--- src/rtl/pipe_pkg.sv ---
// Shared definitions for the pipe_stage_chain register chain: depth limit,
// occupancy width helper and the per-stage update command.
package pipe_pkg;

  localparam int PIPE_MAX_DEPTH = 16;

  typedef enum logic [1:0] {
    CMD_KEEP  = 2'd0,
    CMD_LOAD  = 2'd1,
    CMD_FLUSH = 2'd2
  } stage_cmd_e;

  function automatic int occ_width(input int depth);
    return $clog2(depth + 1);
  endfunction

endpackage

--- src/rtl/pipe_stage_chain_if.sv ---
// Valid/ready/data beat channel; master drives the beat, slave drives ready.
interface pipe_stage_chain_if #(
  parameter int DATA_WIDTH = 32
);
  logic                  valid;
  logic [DATA_WIDTH-1:0] data;
  logic                  ready;

  modport master (output valid, output data, input ready);
  modport slave  (input valid, input data, output ready);
endinterface

--- src/rtl/pipe_stage_cell.sv ---
// One pipeline stage: valid bit plus payload with flush > hold > load priority.
// An invalid stage presents the default payload on o_data.
module pipe_stage_cell
  import pipe_pkg::*;
#(
  parameter int DATA_WIDTH = 32
) (
  input  logic                  clk,
  input  logic                  rst,
  input  logic                  i_flush,
  input  logic                  i_hold,
  input  logic                  i_load,
  input  logic                  i_valid,
  input  logic [DATA_WIDTH-1:0] i_data,
  input  logic [DATA_WIDTH-1:0] i_default,
  output logic                  o_valid,
  output logic [DATA_WIDTH-1:0] o_data
);

  typedef struct packed {
    logic                  valid;
    logic [DATA_WIDTH-1:0] data;
  } stage_t;

  stage_t     r_stage;
  stage_cmd_e w_cmd;

  // NOTE: every always_comb output gets a default first so no path infers a latch.
  always_comb begin
    w_cmd = CMD_KEEP;
    if (i_flush) begin
      w_cmd = CMD_FLUSH;
    end else if (!i_hold && i_load) begin
      w_cmd = CMD_LOAD;
    end
  end

  // NOTE: reset loads a constant; the default payload is muxed on the output
  // instead, so an asynchronous reset never samples a live input bus.
  always_ff @(posedge clk or posedge rst) begin
    if (rst) begin
      r_stage <= '0;
    end else begin
      case (w_cmd)
        CMD_FLUSH: r_stage <= '{valid: 1'b0, data: i_default};
        CMD_LOAD:  r_stage <= '{valid: i_valid, data: (i_valid ? i_data : i_default)};
        default:   r_stage <= r_stage;
      endcase
    end
  end

  assign o_valid = r_stage.valid;
  assign o_data  = r_stage.valid ? r_stage.data : i_default;

endmodule

--- src/rtl/pipe_stage_chain.sv ---
// Parametrised register chain with valid/ready handshake, global hold,
// per-stage flush and optional bubble collapse (elastic) or lockstep advance.
module pipe_stage_chain
  import pipe_pkg::*;
#(
  parameter int DATA_WIDTH = 32,
  parameter int DEPTH      = 2,
  parameter bit COLLAPSE   = 1'b1
) (
  input  logic                          sys_clk,
  input  logic                          sys_arst,
  input  logic                          flag_hold,
  input  logic [DEPTH-1:0]              flush_mask,
  input  logic [DATA_WIDTH-1:0]         default_value,
  pipe_stage_chain_if.slave             in_if,
  pipe_stage_chain_if.master            out_if,
  output logic [occ_width(DEPTH)-1:0]   occupancy
);

  localparam int OCC_W = occ_width(DEPTH);

  if (DEPTH < 1 || DEPTH > PIPE_MAX_DEPTH) begin : g_bad_depth
    $error("pipe_stage_chain: DEPTH must be 1..16");
  end

  logic [DEPTH-1:0]                 w_v;
  logic [DEPTH-1:0]                 w_vi;
  logic [DEPTH-1:0]                 w_rdy;
  logic [DEPTH-1:0][DATA_WIDTH-1:0] w_d;
  logic [DEPTH-1:0][DATA_WIDTH-1:0] w_src;
  logic                             w_in_fire;

  // Elastic: a stage may move if it is empty or everything downstream moves.
  // Lockstep: every stage follows the output stage.
  always_comb begin
    logic l_rdy;
    l_rdy = out_if.ready;
    w_rdy = '0;
    for (int i = DEPTH - 1; i >= 0; i--) begin
      if (COLLAPSE) begin
        l_rdy = ~w_v[i] | l_rdy;
      end else begin
        l_rdy = ~w_v[DEPTH-1] | out_if.ready;
      end
      w_rdy[i] = l_rdy;
    end
  end

  always_comb begin
    occupancy = '0;
    for (int i = 0; i < DEPTH; i++) begin
      occupancy = occupancy + OCC_W'(w_v[i]);
    end
  end

  assign in_if.ready  = w_rdy[0] & ~flag_hold & ~flush_mask[0] & ~sys_arst;
  assign w_in_fire    = in_if.valid & in_if.ready;
  assign out_if.valid = w_v[DEPTH-1] & ~flag_hold & ~flush_mask[DEPTH-1];
  assign out_if.data  = w_d[DEPTH-1];

  for (genvar g = 0; g < DEPTH; g++) begin : g_stage
    if (g == 0) begin : g_head
      assign w_vi[g]  = w_in_fire;
      assign w_src[g] = in_if.data;
    end else begin : g_body
      // A beat leaving a flushed stage is dropped rather than handed forward.
      assign w_vi[g]  = w_v[g-1] & ~flush_mask[g-1];
      assign w_src[g] = w_d[g-1];
    end

    pipe_stage_cell #(
      .DATA_WIDTH (DATA_WIDTH)
    ) u_cell (
      .clk       (sys_clk),
      .rst       (sys_arst),
      .i_flush   (flush_mask[g]),
      .i_hold    (flag_hold),
      .i_load    (w_rdy[g]),
      .i_valid   (w_vi[g]),
      .i_data    (w_src[g]),
      .i_default (default_value),
      .o_valid   (w_v[g]),
      .o_data    (w_d[g])
    );
  end

endmodule

--- src/flat_wrapper.sv ---
// flat-port wrapper written by rule: the top's interface ports become plain ports
module pipe_stage_chain_flat import pipe_pkg::*;
#(
  parameter int DATA_WIDTH = 32,
  parameter int DEPTH      = 2,
  parameter bit COLLAPSE   = 1'b1
)
  (sys_clk, sys_arst, flag_hold, flush_mask, default_value, occupancy, in_if_valid, in_if_data, in_if_ready, out_if_valid, out_if_data, out_if_ready);
  pipe_stage_chain_if #(.DATA_WIDTH(DATA_WIDTH)) in_if_i ();
  pipe_stage_chain_if #(.DATA_WIDTH(DATA_WIDTH)) out_if_i ();
  input  logic sys_clk;
  input  logic sys_arst;
  input  logic flag_hold;
  input  logic [DEPTH-1:0] flush_mask;
  input  logic [DATA_WIDTH-1:0] default_value;
  output logic [occ_width(DEPTH)-1:0] occupancy;
  input wire logic [$bits(in_if_i.valid)-1:0] in_if_valid;
  input wire logic [$bits(in_if_i.data)-1:0] in_if_data;
  output wire logic [$bits(in_if_i.ready)-1:0] in_if_ready;
  output wire logic [$bits(out_if_i.valid)-1:0] out_if_valid;
  output wire logic [$bits(out_if_i.data)-1:0] out_if_data;
  input wire logic [$bits(out_if_i.ready)-1:0] out_if_ready;
  assign in_if_i.valid = in_if_valid;
  assign in_if_i.data = in_if_data;
  assign in_if_ready = in_if_i.ready;
  assign out_if_valid = out_if_i.valid;
  assign out_if_data = out_if_i.data;
  assign out_if_i.ready = out_if_ready;
  pipe_stage_chain #(.DATA_WIDTH(DATA_WIDTH), .DEPTH(DEPTH), .COLLAPSE(COLLAPSE)) u_core (.sys_clk(sys_clk), .sys_arst(sys_arst), .flag_hold(flag_hold), .flush_mask(flush_mask), .default_value(default_value), .in_if(in_if_i), .out_if(out_if_i), .occupancy(occupancy));
endmodule
--- config.mk ---
export PLATFORM = sky130hd
export DESIGN_NAME = pipe_stage_chain_flat
export DESIGN_NICKNAME = d
export VERILOG_FILES = /design/src/rtl/pipe_pkg.sv /design/src/rtl/pipe_stage_chain_if.sv /design/src/rtl/pipe_stage_cell.sv /design/src/rtl/pipe_stage_chain.sv /design/src/flat_wrapper.sv
export SDC_FILE = /design/constraint.sdc
export NUM_CORES = 1
export LEC_CHECK = 0
export CORE_MARGIN = 3
export CORE_UTILIZATION = 49
export CTS_BUF_LIST = sky130_fd_sc_hd__clkbuf_2
export CTS_CLUSTER_DIAMETER = 100
export DETAILED_ROUTE_END_ITERATION = 16
export PLACE_DENSITY = 0.8
export SYNTH_ARGS = -nofsm -noshare
export SYNTH_HDL_FRONTEND = slang
export SYNTH_SLANG_ARGS = --single-unit
--- constraint.sdc ---
create_clock -name sys_clk -period 2.3 [get_ports sys_clk]
set_input_delay 0.46 -clock sys_clk [delete_from_list [all_inputs] [get_ports sys_clk]]
set_output_delay 0.46 -clock sys_clk [all_outputs]
set_load 0.01 [all_outputs]
# --- Word-level counts from Yosys, hierarchy flattened ---
# Index checks and enable logic that the tools add are counted.
# W data, S select, Z words.
totals:
  regBits: 66
  output_inout_bits: 36
  wordCells: 39
  in_bits: 71
op_classes:
  n_reduce_logical: 5
  muxes: 10
  n_eq_ne: 4
  bitwise_logic: 15
  add_sub_neg: 1
op_table:
  columns: ["op", "count"]
  rows:
  - ["$pmux W33 S2", 2]
  - ["$mux W32", 4]
  - ["$and A1 B1 Y1", 7]
  - ["$not A1 Y1", 6]
  - ["$eq A2 B1 Y1 const B", 2]
  - ["$eq A2 B2 Y1 const B", 2]
  - ["$mux W2", 2]
  - ["$reduce_bool A2 Y1", 2]
  - ["$add A1 B1 Y2", 1]
  - ["$logic_and A1 B1 Y1", 2]
  - ["$mux W1", 2]
  - ["$or A1 B1 Y1", 2]
  - ["$logic_not A1 Y1", 1]

# --- Depth between registers and ports, before layout ---
logic_depth:
  depth_word: 9
  mapped_depth: 6
  ltp_nobuf: 3

# --- Cells and area by module ---
# From an unflattened synthesis, not the netlist that was laid out.
unflattened:
  hier_cells: 386
  area_unflattened_um2: 4000.1
by_module_without_submodules:
  columns: ["mod", "seq_area_each_um2", "cells_per_inst", "area_per_inst_um2", "n_inst"]
  rows:
  - ["pipe_stage_cell", 825.8, 189, 1961.9, 2]
  - ["pipe_stage_chain", 0.0, 8, 76.3, 1]

# --- Worst setup path before layout ---
# No wires, ideal clock.
synth_timing:
  path_type: "register to output"
  startpoint: "register u_core.g_stage[1].u_cell.r_stage (netlist bit u_core.g_stage[1].u_cell.o_valid)"
  endpoint: "output port in_if_ready"
  required_time_ns: 1.840
  arrival_ns: 1.356
  path_buffers: 3
  stages_incl_launch_ff: 6
  path_slack_ns: 0.484
  path_cell_list: "dfrtp_1 -> buf_4 -> and3b_1 -> clkbuf_1 -> buf_2 -> nor4_1"
synth_via:
  elab_chain_cells: 6
synth_rtl:
  columns: ["element", "line_no", "source"]
  rows:
  - ["start, declared", "pipe_stage_cell.sv:25", "stage_t r_stage;"]
  - ["start signal, assigned", "pipe_stage_cell.sv:47", "default: r_stage <= r_stage;"]
  - ["$not A1 Y1", null, null]
  - ["$or A1 B1 Y1", null, null]
  - ["$or A1 B1 Y1", "pipe_stage_chain.sv:41", "l_rdy = ~w_v[i] | l_rdy;"]
  - ["$and A1 B1 Y1 (3 in series)", "pipe_stage_chain.sv:56", "assign in_if.ready = w_rdy[0] & ~flag_hold & ~flush_mask[0] & ~sys_arst;"]
  - ["end, declared", "flat_wrapper.sv:19", "output wire logic [$bits(in_if_i.ready)-1:0] in_if_ready;"]
# Every way passes these cells.

# --- Final worst setup path ---
layout_timing:
  startpoint: "register u_core.g_stage[1].u_cell.r_stage (netlist bit u_core.g_stage[1].u_cell.o_valid)"
  endpoint: "output port out_if_data[25]"
layout_via:
  elab_chain_cells: 1
layout_rtl:
  columns: ["element", "line_no", "source"]
  rows:
  - ["$mux W32", "pipe_stage_cell.sv:53", "assign o_data = r_stage.valid ? r_stage.data : i_default;"]
  - ["end, declared", "flat_wrapper.sv:21", "output wire logic [$bits(out_if_i.data)-1:0] out_if_data;"]
# Every way passes these cells.

==> run metrics <==
type of the worst setup path=reg -> out; average footprint of a synthesized cell=roughly 11 um2; Max Slew Vio Count=0; Syn. warnings=0; M2 GR Usage=a little over two fifths; LEAKAGE=2.291 nW; sequential area share after synthesis=44.72%; Worst-path clk slew=0.21 ns; DR iter-0 viols=261; Yosys cell types=30; largest net degree at the start of global routing=65; CTS root buf=clkbuf_2; NetSw=~0.00071 W; Critical Path Source=u_core.g_stage[1].u_cell.o_valid; # fillers=slightly below 600; status=finished, final reports clean; Internal Power=around 0.0018 W; CP Cell Sequence=buf_6 -> mux2_2 -> dlygate4sd2_1; DP HPWL=about 7.3 mm; Worst Tran Pin Value=between 0.7 and 0.8 ns; FF-to-FF Start=u_core.g_stage[1].u_cell.o_valid; Ports=around 110; fraction of layout cells with a size suffix above 1=approximately 22%; Max Cap Viol=0; Mapped Nets=423; Final Skew=approximately 0.023 ns; Via Count=approximately 3.5k; CTS tree=done; Worst-Skew Late Latency=between 0.4 and 0.5 ns; Core Area=7292 um2; final setup vio count=0; M1 GR Usage=around 37%; GR Overflow Total=0; Seq pwr share=52.9%; die width=roughly 93 um; GP Congestion=between 0.7 and 0.8; RR Endpoint=u_core.g_stage[1].u_cell.r_stage[25]; Fin Hold WS=between 0.4 and 0.5 ns; chip height=92.82 um; min Tclk post-route=approximately 2.2 ns; Tot GR Track Use=26.25%; cts hold-fix bufs=0; post-synthesis register bit count=66; Mapped Cells=approximately 350; clock sink total=66; deepest clock path buffer count=2; grt peak-use layer=met2; critical path's slowest cell=dfrtp_2; Crit Path Max Fanout=8; Syn-to-layout area delta=38.01%; delay-heaviest family, CP=flip-flops; HP Class=in -> async; Fmax=~0.46 GHz; site row count=31; drt wl/cell=slightly below 20 um; Final #Nets=between 500 and 600; slew margin rel.=between 50 and 60%; Pwr Density=a little under 500 nW/um2; drt first pass iters=4; max incr delay on CP=around 0.47 ns; DR DRC count=0; die area=between 8000 and 9000 um2; Setup crit end kind=primary output; number of global-route vias before repair=3563; r2r worst-path depth=3; Mapped Area=about 3700 um2; switching part of the total=around 28%; WP buf/inv=2; count of input and output buffers=106; Ant. Diodes=0; initial antenna violation count=0; final cycle utilization of the critical path=between 90% and 100%; Startpoint Class=flop; DR vias/cell=6.221; # H-tree levels=3; VDD IR max=approximately 0.23 mV; Worst EP required=around 1.8 ns; final WL=approximately 11 mm; CTS Buf Count=9; first-pass GRT wire length=about 18 mm; Clk network pwr share=a little over a quarter; met3 Use GR=between 3 and 4%; RSZ-0062 raised after global routing=no; initial core utilization=between 50 and 60%; crit path DAT=around 1.7 ns; final worst slack=about 0.11 ns; Final Hold Viols=0; r2r setup slk=0.66 ns; pre-CTS setup slack=-0.07877 ns; power share of the combinational group=20.7%; Antenna Nets Post-Route=0
==> placed cells by master, fill, tap and decap left out, types with 4 or more instances in the layout <==
cell and instances:
buf_4 23, clkbuf_2 21, a31oi_1 32, dlymetal6s2s_1 22
a221o_1 32, and3_1 32, clkdlybuf4s50_1 69, a211oi_1 32
nand3_1 32, clkinv_2 4, dfrtp_1 65, mux2_2 32
buf_12 5, o21ai_1 27
==> registers in the layout (all words and copies together), names as in the netlist <==
register,count
u_core.g_stage.u_cell.r_stage,64
u_core.g_stage.u_cell.o_valid,2
==> layer usage <==
layer	part of all wire (%)	routed length, um
met4	1.3	141
met5	0	0
met1	42	4633
met2	50	5463
met3	6.7	735
==> power by group through the flow <==
stage / Clock, W / Sequential [W] / Combinational [W]
finish: 0.000665 / 0.00133 / 0.000520
global route: 0.000723 / 0.00134 / 0.000562
floorplan: 0 / 0.00133 / 0.000259
detailed placement: 0 / 0.00135 / 0.000534
CTS: 0.000672 / 0.00133 / 0.000528
global placement: 0 / 0.00134 / 0.000521
==> cells by family (layout without fill, tap and decap cells) <==
kind of cell             Yosys count  in the layout  synth area share (%)
buffers and inverters             46            158                 6.403
multiplexers                      32             32                 9.756
adder cells (fa/ha/maj)            1              1                0.3387
AND/OR/NAND/NOR                   73             73                 12.57
AO/OA/AOI/OAI                    133            133                 26.22
flip-flops                        66             66                 44.72
==> final cells by class <==
class | count | area, um2 | share of cell area [%]
multi-input cells | 239 | 1813 | 35.57
flip-flops and latches | 66 | 1653 | 32.43
repair buffers | 139 | 1389 | 27.25
well taps | 99 | 123.9 | 2.430
clock inverters | 6 | 57.56 | 1.129
clock buffers | 10 | 50.05 | 0.9818
inverters | 3 | 11.26 | 0.2209
==> Yosys cell counts, drive strengths merged <==
library cell,n,area [um2]
a21o,1,7.510
dfrtp,66,1652
ha,1,12.51
a31oi,32,200.2
buf,17,125.1
o22ai,1,6.260
a21oi,1,8.760
or4b,1,13.76
and3b,1,8.760
nor4,1,6.260
and3,32,200.2
nor3b,1,7.510
a211oi,32,240.2
nor4b,2,47.55
nand3,32,160.2
a22o,1,8.760
mux2,32,360.4
nand3b,1,7.510
inv,3,11.26
clkbuf,26,100.1
nand2b,2,12.51
a31o,1,8.760
o21ai,32,167.7
a221o,32,320.3
==> metrics by stage <==
stage / total power, W / cell area, um2 / instances / utilization (%) / setup TNS [ns]
2_1_floorplan: 0.001585 / 3694 / 351 / - / 0
5_1_grt: 0.002626 / 5097 / 562 / 69.90 / 0
3_3_place_gp: 0.001863 / 4930 / 541 / 67.60 / -0.07576
3_5_place_dp: 0.001881 / 4930 / 541 / 67.60 / -0.1010
4_1_cts: 0.002526 / 5027 / 557 / 68.94 / -3.305
6_report: 0.002514 / 5097 / 562 / 69.90 / 0
==> worst register-to-register path, cell delays in order, from the launching register on <==
cell and delay (ns):
dfrtp_2 0.49, nand2b_1 0.16, a31o_2 0.65, a221o_1 0.27
==> what timing repair did <==
action / CTS / global route
setup buffers: 0 / 5
pin swaps: 0 / 0
endpoints found under the setup margin: 36 / 25
resized for setup: 16 / 49
==> worst max path at each step <==
| stage | end | slack [ns] | depth (start not counted) |
|---|---|---|---|
| 2_1_floorplan | u_core.g_stage[0].u_cell.o_valid | 0.19 | 1 |
| 3_3_place_gp | in_if_ready | -0.08 | 4 |
| 3_5_place_dp | in_if_ready | -0.08 | 4 |
| 4_1_cts | out_if_data[27] | -0.16 | 3 |
| 5_1_grt | out_if_data[25] | 0.04 | 3 |
| 6_report | out_if_data[25] | 0.11 | 3 |
No activity file was read; power rests on OpenSTA's default activity.
